$ cat config.mk
export PLATFORM = sky130hd
export DESIGN_NAME = ifetch_unit_flat
export DESIGN_NICKNAME = d
export VERILOG_FILES = /design/src/rtl/ifetch_unit_if.sv /design/src/rtl/ifetch_unit.sv /design/src/flat_wrapper.sv
export SDC_FILE = /design/constraint.sdc
export NUM_CORES = 1
export LEC_CHECK = 0
export BUFFER_PORTS_ARGS = -buffer_cell sky130_fd_sc_hd__buf_2
export CAP_MARGIN = 20
export CELL_PAD_IN_SITES_DETAIL_PLACEMENT = 1
export CELL_PAD_IN_SITES_GLOBAL_PLACEMENT = 2
export CORE_ASPECT_RATIO = 0.5
export CORE_MARGIN = 10
export CORE_UTILIZATION = 29
export CTS_BUF_LIST = sky130_fd_sc_hd__clkbuf_4 sky130_fd_sc_hd__clkbuf_8
export CTS_CLUSTER_DIAMETER = 150
export DETAILED_ROUTE_END_ITERATION = 8
export GPL_TIMING_DRIVEN = 0
export HOLD_SLACK_MARGIN = 0.06
export PLACE_DENSITY_LB_ADDON = 0.3
export SLEW_MARGIN = 15
export SYNTH_ARGS = -nofsm -noshare
export SYNTH_HDL_FRONTEND = slang
export SYNTH_SLANG_ARGS = --single-unit
$ cat constraint.sdc
create_clock -name clk -period 4.55 [get_ports clk]
set_input_delay 0.455 -clock clk [delete_from_list [all_inputs] [get_ports clk]]
set_output_delay 0.455 -clock clk [all_outputs]
set_load 0.02 [all_outputs]
$ cat src/rtl/ifetch_unit_if.sv
// Handshake and data bundle between the fetch stage, the control FSM and the
// instruction memory. "master" is the fetch unit's view.
interface ifetch_if;
  logic        write_ir;
  logic        write_pc;
  logic [1:0]  pc_s;
  logic [31:0] pc_from_b;
  logic [31:0] pc_from_f;
  logic        imem_req;
  logic [31:0] imem_addr;
  logic        imem_ack;
  logic [31:0] imem_rdata;
  logic [31:0] IR;
  logic [31:0] PC;
  logic        W_IR_valid;
  logic        fetch_err;
  logic        misalign_err;

  modport master (
    input  write_ir, write_pc, pc_s, pc_from_b, pc_from_f, imem_ack, imem_rdata,
    output imem_req, imem_addr, IR, PC, W_IR_valid, fetch_err, misalign_err
  );

  modport slave (
    output write_ir, write_pc, pc_s, pc_from_b, pc_from_f, imem_ack, imem_rdata,
    input  imem_req, imem_addr, IR, PC, W_IR_valid, fetch_err, misalign_err
  );
endinterface

$ cat src/rtl/ifetch_unit.sv
// Instruction fetch stage: owns PC and IR, runs a req/ack handshake with a
// variable-latency instruction memory and applies PC redirects from the FSM.
module ifetch_unit #(
  parameter logic [31:0] RESET_PC = 32'h0000_0000,
  parameter int unsigned MAX_WAIT = 15
) (
  input logic      clk,
  input logic      rst,
  ifetch_if.master fetch_io
);

  localparam logic [7:0] WAIT_LAST = 8'(MAX_WAIT - 1);

  typedef enum logic [1:0] {
    S_IDLE = 2'b00,
    S_REQ  = 2'b01,
    S_DONE = 2'b10
  } state_e;

  state_e      state_q, state_d;
  logic [31:0] pc_q, pc_d;
  logic [31:0] ir_q, ir_d;
  logic [31:0] addr_q, addr_d;
  logic        req_q, req_d;
  logic        valid_q, valid_d;
  logic        ferr_q, ferr_d;
  logic        merr_q, merr_d;
  logic        drop_q, drop_d;
  logic [7:0]  wait_q, wait_d;
  logic        redirect_s;
  logic [31:0] target_s;

  function automatic logic [31:0] word_align(input logic [31:0] a);
    return {a[31:2], 2'b00};
  endfunction

  // Next-state logic: redirect decode, PC update and fetch handshake FSM.
  always_comb begin
    state_d    = state_q;
    pc_d       = pc_q;
    ir_d       = ir_q;
    addr_d     = addr_q;
    req_d      = req_q;
    valid_d    = 1'b0;
    ferr_d     = ferr_q;
    merr_d     = merr_q;
    drop_d     = drop_q;
    wait_d     = wait_q;
    redirect_s = 1'b0;
    target_s   = fetch_io.pc_from_f;

    if (fetch_io.write_pc) begin
      case (fetch_io.pc_s)
        2'b01: begin
          redirect_s = 1'b1;
          target_s   = fetch_io.pc_from_b;
        end
        2'b10: begin
          redirect_s = 1'b1;
          target_s   = fetch_io.pc_from_f;
        end
        default: redirect_s = 1'b0;
      endcase
    end else begin
      redirect_s = 1'b0;
    end

    if (redirect_s) begin
      pc_d   = word_align(target_s);
      merr_d = merr_q | (target_s[1:0] != 2'b00);
    end else begin
      pc_d = pc_q;
    end

    case (state_q)
      S_IDLE: begin
        // A redirect on the launching edge makes the new target the fetch address.
        if (fetch_io.write_ir) begin
          state_d = S_REQ;
          req_d   = 1'b1;
          addr_d  = pc_d;
          wait_d  = 8'd0;
          drop_d  = 1'b0;
        end else begin
          state_d = S_IDLE;
        end
      end
      S_REQ: begin
        if (fetch_io.imem_ack) begin
          req_d  = 1'b0;
          drop_d = 1'b0;
          if (drop_q || redirect_s) begin
            state_d = S_IDLE;
          end else begin
            state_d = S_DONE;
            ir_d    = fetch_io.imem_rdata;
            pc_d    = pc_q + 32'd4;
            valid_d = 1'b1;
          end
        end else if (wait_q == WAIT_LAST) begin
          req_d   = 1'b0;
          drop_d  = 1'b0;
          ferr_d  = 1'b1;
          state_d = S_IDLE;
        end else begin
          wait_d = wait_q + 8'd1;
          drop_d = drop_q | redirect_s;
        end
      end
      S_DONE: state_d = S_IDLE;
      default: begin
        state_d = S_IDLE;
        req_d   = 1'b0;
      end
    endcase
  end

  // State and output registers.
  always_ff @(posedge clk or posedge rst) begin
    if (rst) begin
      state_q <= S_IDLE;
      pc_q    <= RESET_PC;
      ir_q    <= 32'd0;
      addr_q  <= 32'd0;
      req_q   <= 1'b0;
      valid_q <= 1'b0;
      ferr_q  <= 1'b0;
      merr_q  <= 1'b0;
      drop_q  <= 1'b0;
      wait_q  <= 8'd0;
    end else begin
      state_q <= state_d;
      pc_q    <= pc_d;
      ir_q    <= ir_d;
      addr_q  <= addr_d;
      req_q   <= req_d;
      valid_q <= valid_d;
      ferr_q  <= ferr_d;
      merr_q  <= merr_d;
      drop_q  <= drop_d;
      wait_q  <= wait_d;
    end
  end

  assign fetch_io.imem_req     = req_q;
  assign fetch_io.imem_addr    = addr_q;
  assign fetch_io.IR           = ir_q;
  assign fetch_io.PC           = pc_q;
  assign fetch_io.W_IR_valid   = valid_q;
  assign fetch_io.fetch_err    = ferr_q;
  assign fetch_io.misalign_err = merr_q;

endmodule

$ cat src/flat_wrapper.sv
// flat-port wrapper written by rule: the top's interface ports become plain ports
module ifetch_unit_flat 
#(
  parameter logic [31:0] RESET_PC = 32'h0000_0000,
  parameter int unsigned MAX_WAIT = 15
)
  (clk, rst, fetch_io_write_ir, fetch_io_write_pc, fetch_io_pc_s, fetch_io_pc_from_b, fetch_io_pc_from_f, fetch_io_imem_ack, fetch_io_imem_rdata, fetch_io_imem_req, fetch_io_imem_addr, fetch_io_IR, fetch_io_PC, fetch_io_W_IR_valid, fetch_io_fetch_err, fetch_io_misalign_err);
  ifetch_if fetch_io_i ();
  input logic clk;
  input logic rst;
  input wire logic [$bits(fetch_io_i.write_ir)-1:0] fetch_io_write_ir;
  input wire logic [$bits(fetch_io_i.write_pc)-1:0] fetch_io_write_pc;
  input wire logic [$bits(fetch_io_i.pc_s)-1:0] fetch_io_pc_s;
  input wire logic [$bits(fetch_io_i.pc_from_b)-1:0] fetch_io_pc_from_b;
  input wire logic [$bits(fetch_io_i.pc_from_f)-1:0] fetch_io_pc_from_f;
  input wire logic [$bits(fetch_io_i.imem_ack)-1:0] fetch_io_imem_ack;
  input wire logic [$bits(fetch_io_i.imem_rdata)-1:0] fetch_io_imem_rdata;
  output wire logic [$bits(fetch_io_i.imem_req)-1:0] fetch_io_imem_req;
  output wire logic [$bits(fetch_io_i.imem_addr)-1:0] fetch_io_imem_addr;
  output wire logic [$bits(fetch_io_i.IR)-1:0] fetch_io_IR;
  output wire logic [$bits(fetch_io_i.PC)-1:0] fetch_io_PC;
  output wire logic [$bits(fetch_io_i.W_IR_valid)-1:0] fetch_io_W_IR_valid;
  output wire logic [$bits(fetch_io_i.fetch_err)-1:0] fetch_io_fetch_err;
  output wire logic [$bits(fetch_io_i.misalign_err)-1:0] fetch_io_misalign_err;
  assign fetch_io_i.write_ir = fetch_io_write_ir;
  assign fetch_io_i.write_pc = fetch_io_write_pc;
  assign fetch_io_i.pc_s = fetch_io_pc_s;
  assign fetch_io_i.pc_from_b = fetch_io_pc_from_b;
  assign fetch_io_i.pc_from_f = fetch_io_pc_from_f;
  assign fetch_io_i.imem_ack = fetch_io_imem_ack;
  assign fetch_io_i.imem_rdata = fetch_io_imem_rdata;
  assign fetch_io_imem_req = fetch_io_i.imem_req;
  assign fetch_io_imem_addr = fetch_io_i.imem_addr;
  assign fetch_io_IR = fetch_io_i.IR;
  assign fetch_io_PC = fetch_io_i.PC;
  assign fetch_io_W_IR_valid = fetch_io_i.W_IR_valid;
  assign fetch_io_fetch_err = fetch_io_i.fetch_err;
  assign fetch_io_misalign_err = fetch_io_i.misalign_err;
  ifetch_unit #(.RESET_PC(RESET_PC), .MAX_WAIT(MAX_WAIT)) u_core (.clk(clk), .rst(rst), .fetch_io(fetch_io_i));
endmodule
# == Word level (Yosys, flattened, before mapping) ==
# Index checks and enable logic that the tools add are counted.
# op_classes
add_sub_neg,2
n_shift,0
order_cmp,0
n_div,0
reduce_logical,11
eq_ne,9
n_mul,0
n_mux,28
bitwise_logic,5
# op_table
operator,n
$mux W32,6
$add A32 B3 Y32 const B,1
$mux W8,3
$pmux W8 S2,1
$mux W1,12
$reduce_and A3 Y1,3
$add A8 B1 Y8 const B,1
$eq A8 B4 Y1 const B,1
$mux W2,3
$ne A2 B2 Y1 const B,3
$eq A2 B1 Y1 const B,2
$eq A2 B2 Y1 const B,2
$pmux W2 S2,1
$reduce_and A2 Y1,2
$reduce_and A4 Y1,1
$reduce_bool A2 Y1,2
$ne A3 B2 Y1 const B,1
$not A1 Y1,3
$pmux W1 S3,1
$logic_not A2 Y1,1
$or A1 B1 Y1,2
$pmux W1 S2,1
$reduce_or A2 Y1,1
$logic_or A1 B1 Y1,1
# word_totals
mem_count,0
inputBits,103
ramBits,0
elab_cells,65
ff_bits,111
latch_bits,0
romBits,0

# == Logic depth before layout (Yosys ltp) ==
# logic_depth
ltp_word,8
mapped_depth,9
ltp_nobuf,7

# == Worst setup path before layout ==
# OpenSTA, ideal clock, no wires.
# synth_timing
path_type,register to register
from,register u_core.pc_q[2] (netlist: u_core.fetch_io.PC[2])
to,register u_core.pc_q[26] (netlist: u_core.fetch_io.PC[26])
synth_period_minus_slack_ns,1.909
path_slack_ns,2.641
arrival_ns,1.784
stages_incl_launch_ff,7
path_cell_list,dfrtp_1 -> ha_1 -> nand2_1 -> or4_4 -> nor4_4 -> xnor2_1 -> o21ai_2
# synth_between
elab_chain_len,4
# synth_lines
element,line,text
from (decl),ifetch_unit.sv:21,"logic [31:0] pc_q, pc_d;"
from (signal assigned),ifetch_unit.sv:133,pc_q <= pc_d;
$add A32 B3 Y32,ifetch_unit.sv:97,pc_d = pc_q + 32'd4;
$mux W32,ifetch_unit.sv:92,if (drop_q || redirect_s) begin
$mux W32,ifetch_unit.sv:89,if (fetch_io.imem_ack) begin
$mux W32,ifetch_unit.sv:75,case (state_q)
net u_core.pc_d[26],ifetch_unit.sv:21,
# The timed path passes the listed nets, and every way through them passes these cells.
# A chain may end at the register's enable or synchronous reset.

# == Worst setup path in the final report ==
# layout_timing
from,register u_core.state_q[1]
to,register u_core.ir_q[4] (netlist: u_core.fetch_io.IR[4])
# layout_between
elab_chain_len,2
# layout_lines
element,line,text
from (decl),ifetch_unit.sv:20,"state_e state_q, state_d;"
from (signal assigned),ifetch_unit.sv:132,state_q <= state_d;
$eq A2 B1 Y1,ifetch_unit.sv:75,
$reduce_and A3 Y1 (no line),n/a,
to (signal assigned),ifetch_unit.sv:134,ir_q <= ir_d;
to (decl),ifetch_unit.sv:22,"logic [31:0] ir_q, ir_d;"
# Every way passes these cells.

==> flow_metrics.py <==
metrics = {
    "global_routing": {
        "grt_antenna_before_repair": 0,
        "grt_max_degree": 70,
        "gr-total-overflow": 0,
        "groute.usage.overall_pct": 15.6,
        "grt_pass1_wl_um": 30000,
        "grt_pass1_vias": 5280,
    },
    "clocking": {
        "post-cts-setup-buffers": 0,
        "cts_sinks": 111,
        "cts_tree": "built",
        "cts.path.max_buffers": 2,
        "clkLatencyLatePin_ns": 0.39,
        "hold_buffers": 0,
        "numCtsBuffers": 9,
        "cts_root_buf": "clkbuf_8",
        "h-tree-depth": 3,
        "cts_resized": 0,
        "clkTransAtPathRegs_ns": 0.10,
    },
    "sta": {
        "fin_ws_ns": 2.30,
        "skew_ns": 0.0130,
        "fin_crit_ns": 2.25,
        "drv_slew": 0,
        "timing.fmax_mhz": 445,
        "tightest_slew_ns": 0.724,
        "slew_headroom_pct": 51.6,
        "setup_viol": 0,
        "hold_viol_final": 0,
        "holdWs_ns": 0.0813,
        "finalCritPeriodShare_pct": 49.4,
        "rsz0062_at_grt": "no",
    },
    "yosys": {
        "yosys_register_bits": 111,
        "async_flop_share_pct": 100,
        "ys_types": 41,
        "yosys.area.top_type": "dfrtp_1",
        "synth_flop_cell": "dfrtp_1",
        "netlist.area_leader.share_pct": 51.2,
        "yosysMostFrequentCell": "nand2_1",
        "synth_common_cells": "177 x nand2_1, 111 x dfrtp_1, 48 x o21ai_0, 41 x mux2i_1, 39 x nor2_1",
        "synth.area.top_cells": "dfrtp_1 51%, nand2_1 12%, mux2i_1 7.6%, o21ai_0 4.4%, xor2_1 3.9%",
        "netlist_area_mm2": 0.00542,
        "syn-instance-count": 591,
        "syn-num-nets": 698,
        "syn_area_per_cell_um2": 9.17,
        "synth_edf_count": 0,
        "yosysWarnings": 0,
        "seq_area_frac_synth_pct": 51.2,
    },
    "min_path": {
        "min_path_type": "input port to asynchronous set/reset pin",
    },
    "route": {
        "finalWirelength_um": 19500,
        "postRouteAntennaNets": 0,
        "drt-initial-drc-count": 188,
        "wl_met1_um": 8770,
        "vias_per_cell": 4.68,
        "drtPass1Iterations": 4,
        "met2WireLength_um": 9690,
        "drc": 0,
        "detail_route.wl_per_cell_um": 18.6,
        "via_count": 4903,
        "routed-wl-met3_um": 967,
        "dr.max_layer_used": "met4",
    },
    "placement": {
        "place_ws_ns": 1.95,
        "dp_hpwl_um": 15000,
        "gp_congestion": 0.768,
        "io_buffers": 202,
    },
    "floorplanning": {
        "die_h_um": 117,
        "rows": 35,
        "dieArea_mm2": 0.0249,
        "die_width_um": 213,
        "coreArea_mm2": 0.0184,
        "ios": 203,
        "initial_core_util_pct": 29.5,
    },
    "flow_run": {
        "maxCapViolCount": 0,
    },
    "run_status": {
        "outcome": "finished clean",
    },
    "power": {
        "cellPowerDensity_mw_per_mm2": 584,
        "peakVddDrop_v": 0.000213,
        "leakage_uw": 0.00350,
    },
    "critical_path": {
        "crit_arrival_ns": 2.56,
        "worstPathRequired_ns": 4.87,
        "cp-start-kind": "flop",
        "worstSetupEndpointType": "flop",
        "cp_max_fo": 10,
        "criticalPathCategory": "flop to flop",
    },
    "layout": {
        "num_antenna_cells": 0,
        "fillers": 2246,
        "area_delta_synth_final_pct": 27.8,
        "layout-drive-gt1-share_pct": 30.2,
        "num-nets-final": 912,
    },
}
per-layer routing:
| metal | vias to the layer above | GRT usage (%) |
|---|---|---|
| met1 | 2432 | 19.4 |
| met3 | 5 | 4.53 |
| met2 | 73 | 26.6 |
| met5 | - | 0 |
| li1 | 2393 | - |
| met4 | 0 | 2.53 |
power by group:
part / switching [µW] / leakage, µW / total [µW] / internal (µW)
clock: 339 / 0.0000833 / 559 / 219
sequential: 339 / 0.00140 / 1710 / 1370
combinational: 1190 / 0.00201 / 1780 / 592
total: 1870 / 0.00350 / 4050 / 2180
area by class of cell:
class,instances,area [µm²],share of cell area [%]
Buffer,32,136,1.97
Clock buffer,13,154,2.22
Clock inverter,1,7.51,0.108
Inverter,9,38.8,0.560
Multi-Input combinational cell,439,2470,35.7
Sequential cell,111,2780,40.1
Tap cell,240,300,4.34
Timing Repair Buffer,203,1040,15.0
critical path: stages, from the launching register on:
cell	delay, ns
dfrtp_1	0.47
and4bb_2	0.41
nand2_1	0.31
inv_1	0.21
buf_2	0.34
buf_2	0.29
nand2_1	0.09
nand2_1	0.06
placed cells by master, fill, tap and decap left out, types with 9 or more instances in the layout:
master / netlist / layout
a21oi_1: 25 / 25
nor2_1: 39 / 39
buf_2: 10 / 212
nand2_1: 177 / 177
dfrtp_1: 111 / 111
xor2_1: 24 / 24
nand3_1: 14 / 14
xnor2_1: 11 / 11
clkbuf_1: 21 / 21
mux2i_1: 41 / 41
nand4_1: 11 / 11
o21ai_0: 48 / 48
clkbuf_8: 0 / 9
final timing paths:
| check | slack (ns) | to | start | cells after the start |
|---|---|---|---|---|
| max in group asynchronous | 3.75 | u_core.fetch_io.IR[25] | rst | 3 |
| setup / recovery | 2.30 | u_core.fetch_io.IR[4] | u_core.state_q[1] | 7 |
| hold reg to reg | 0.47 | u_core.fetch_io.fetch_err | u_core.fetch_io.fetch_err | 1 |
| min in group clk | 0.25 | u_core.fetch_io.IR[28] | fetch_io_imem_rdata[28] | 3 |
| setup reg to reg | 2.30 | u_core.fetch_io.IR[4] | u_core.state_q[1] | 7 |
| hold / removal | 0.08 | u_core.fetch_io.IR[15] | rst | 2 |
through the flow:
stage | utilization, % | setup TNS (ns) | instance area (µm²) | cells | total power, µW
global route | 37.7 | 0 | 6930 | 1048 | 4370
finish | 37.7 | 0 | 6930 | 1048 | 4050
detailed placement | 36.8 | 0 | 6770 | 1034 | 3550
global placement | 36.6 | -55.32 | 6730 | 1033 | 3510
floorplan | - | 0 | 5420 | 591 | 2760
CTS | 37.7 | 0 | 6930 | 1048 | 4130
registers in the layout (all words and copies together), names as in the netlist:
register,flops
u_core.fetch_io.IR,32
u_core.drop_q,1
u_core.fetch_io.fetch_err,1
u_core.fetch_io.PC,32
u_core.fetch_io.imem_addr,32
u_core.fetch_io.imem_req,1
u_core.state_q,2
u_core.fetch_io.W_IR_valid,1
u_core.wait_q,8
u_core.fetch_io.misalign_err,1
logic make-up after synthesis:
kind of cell / Yosys count / synth area share (%)
simple gates: 275 / 23.0
flops: 111 / 51.2
mux: 43 / 7.99
compound gates: 82 / 8.05
fa+ha+maj: 4 / 0.923
xor+xnor: 35 / 5.65
buf+inv: 41 / 3.14
No activity file was read; power rests on OpenSTA's default activity.
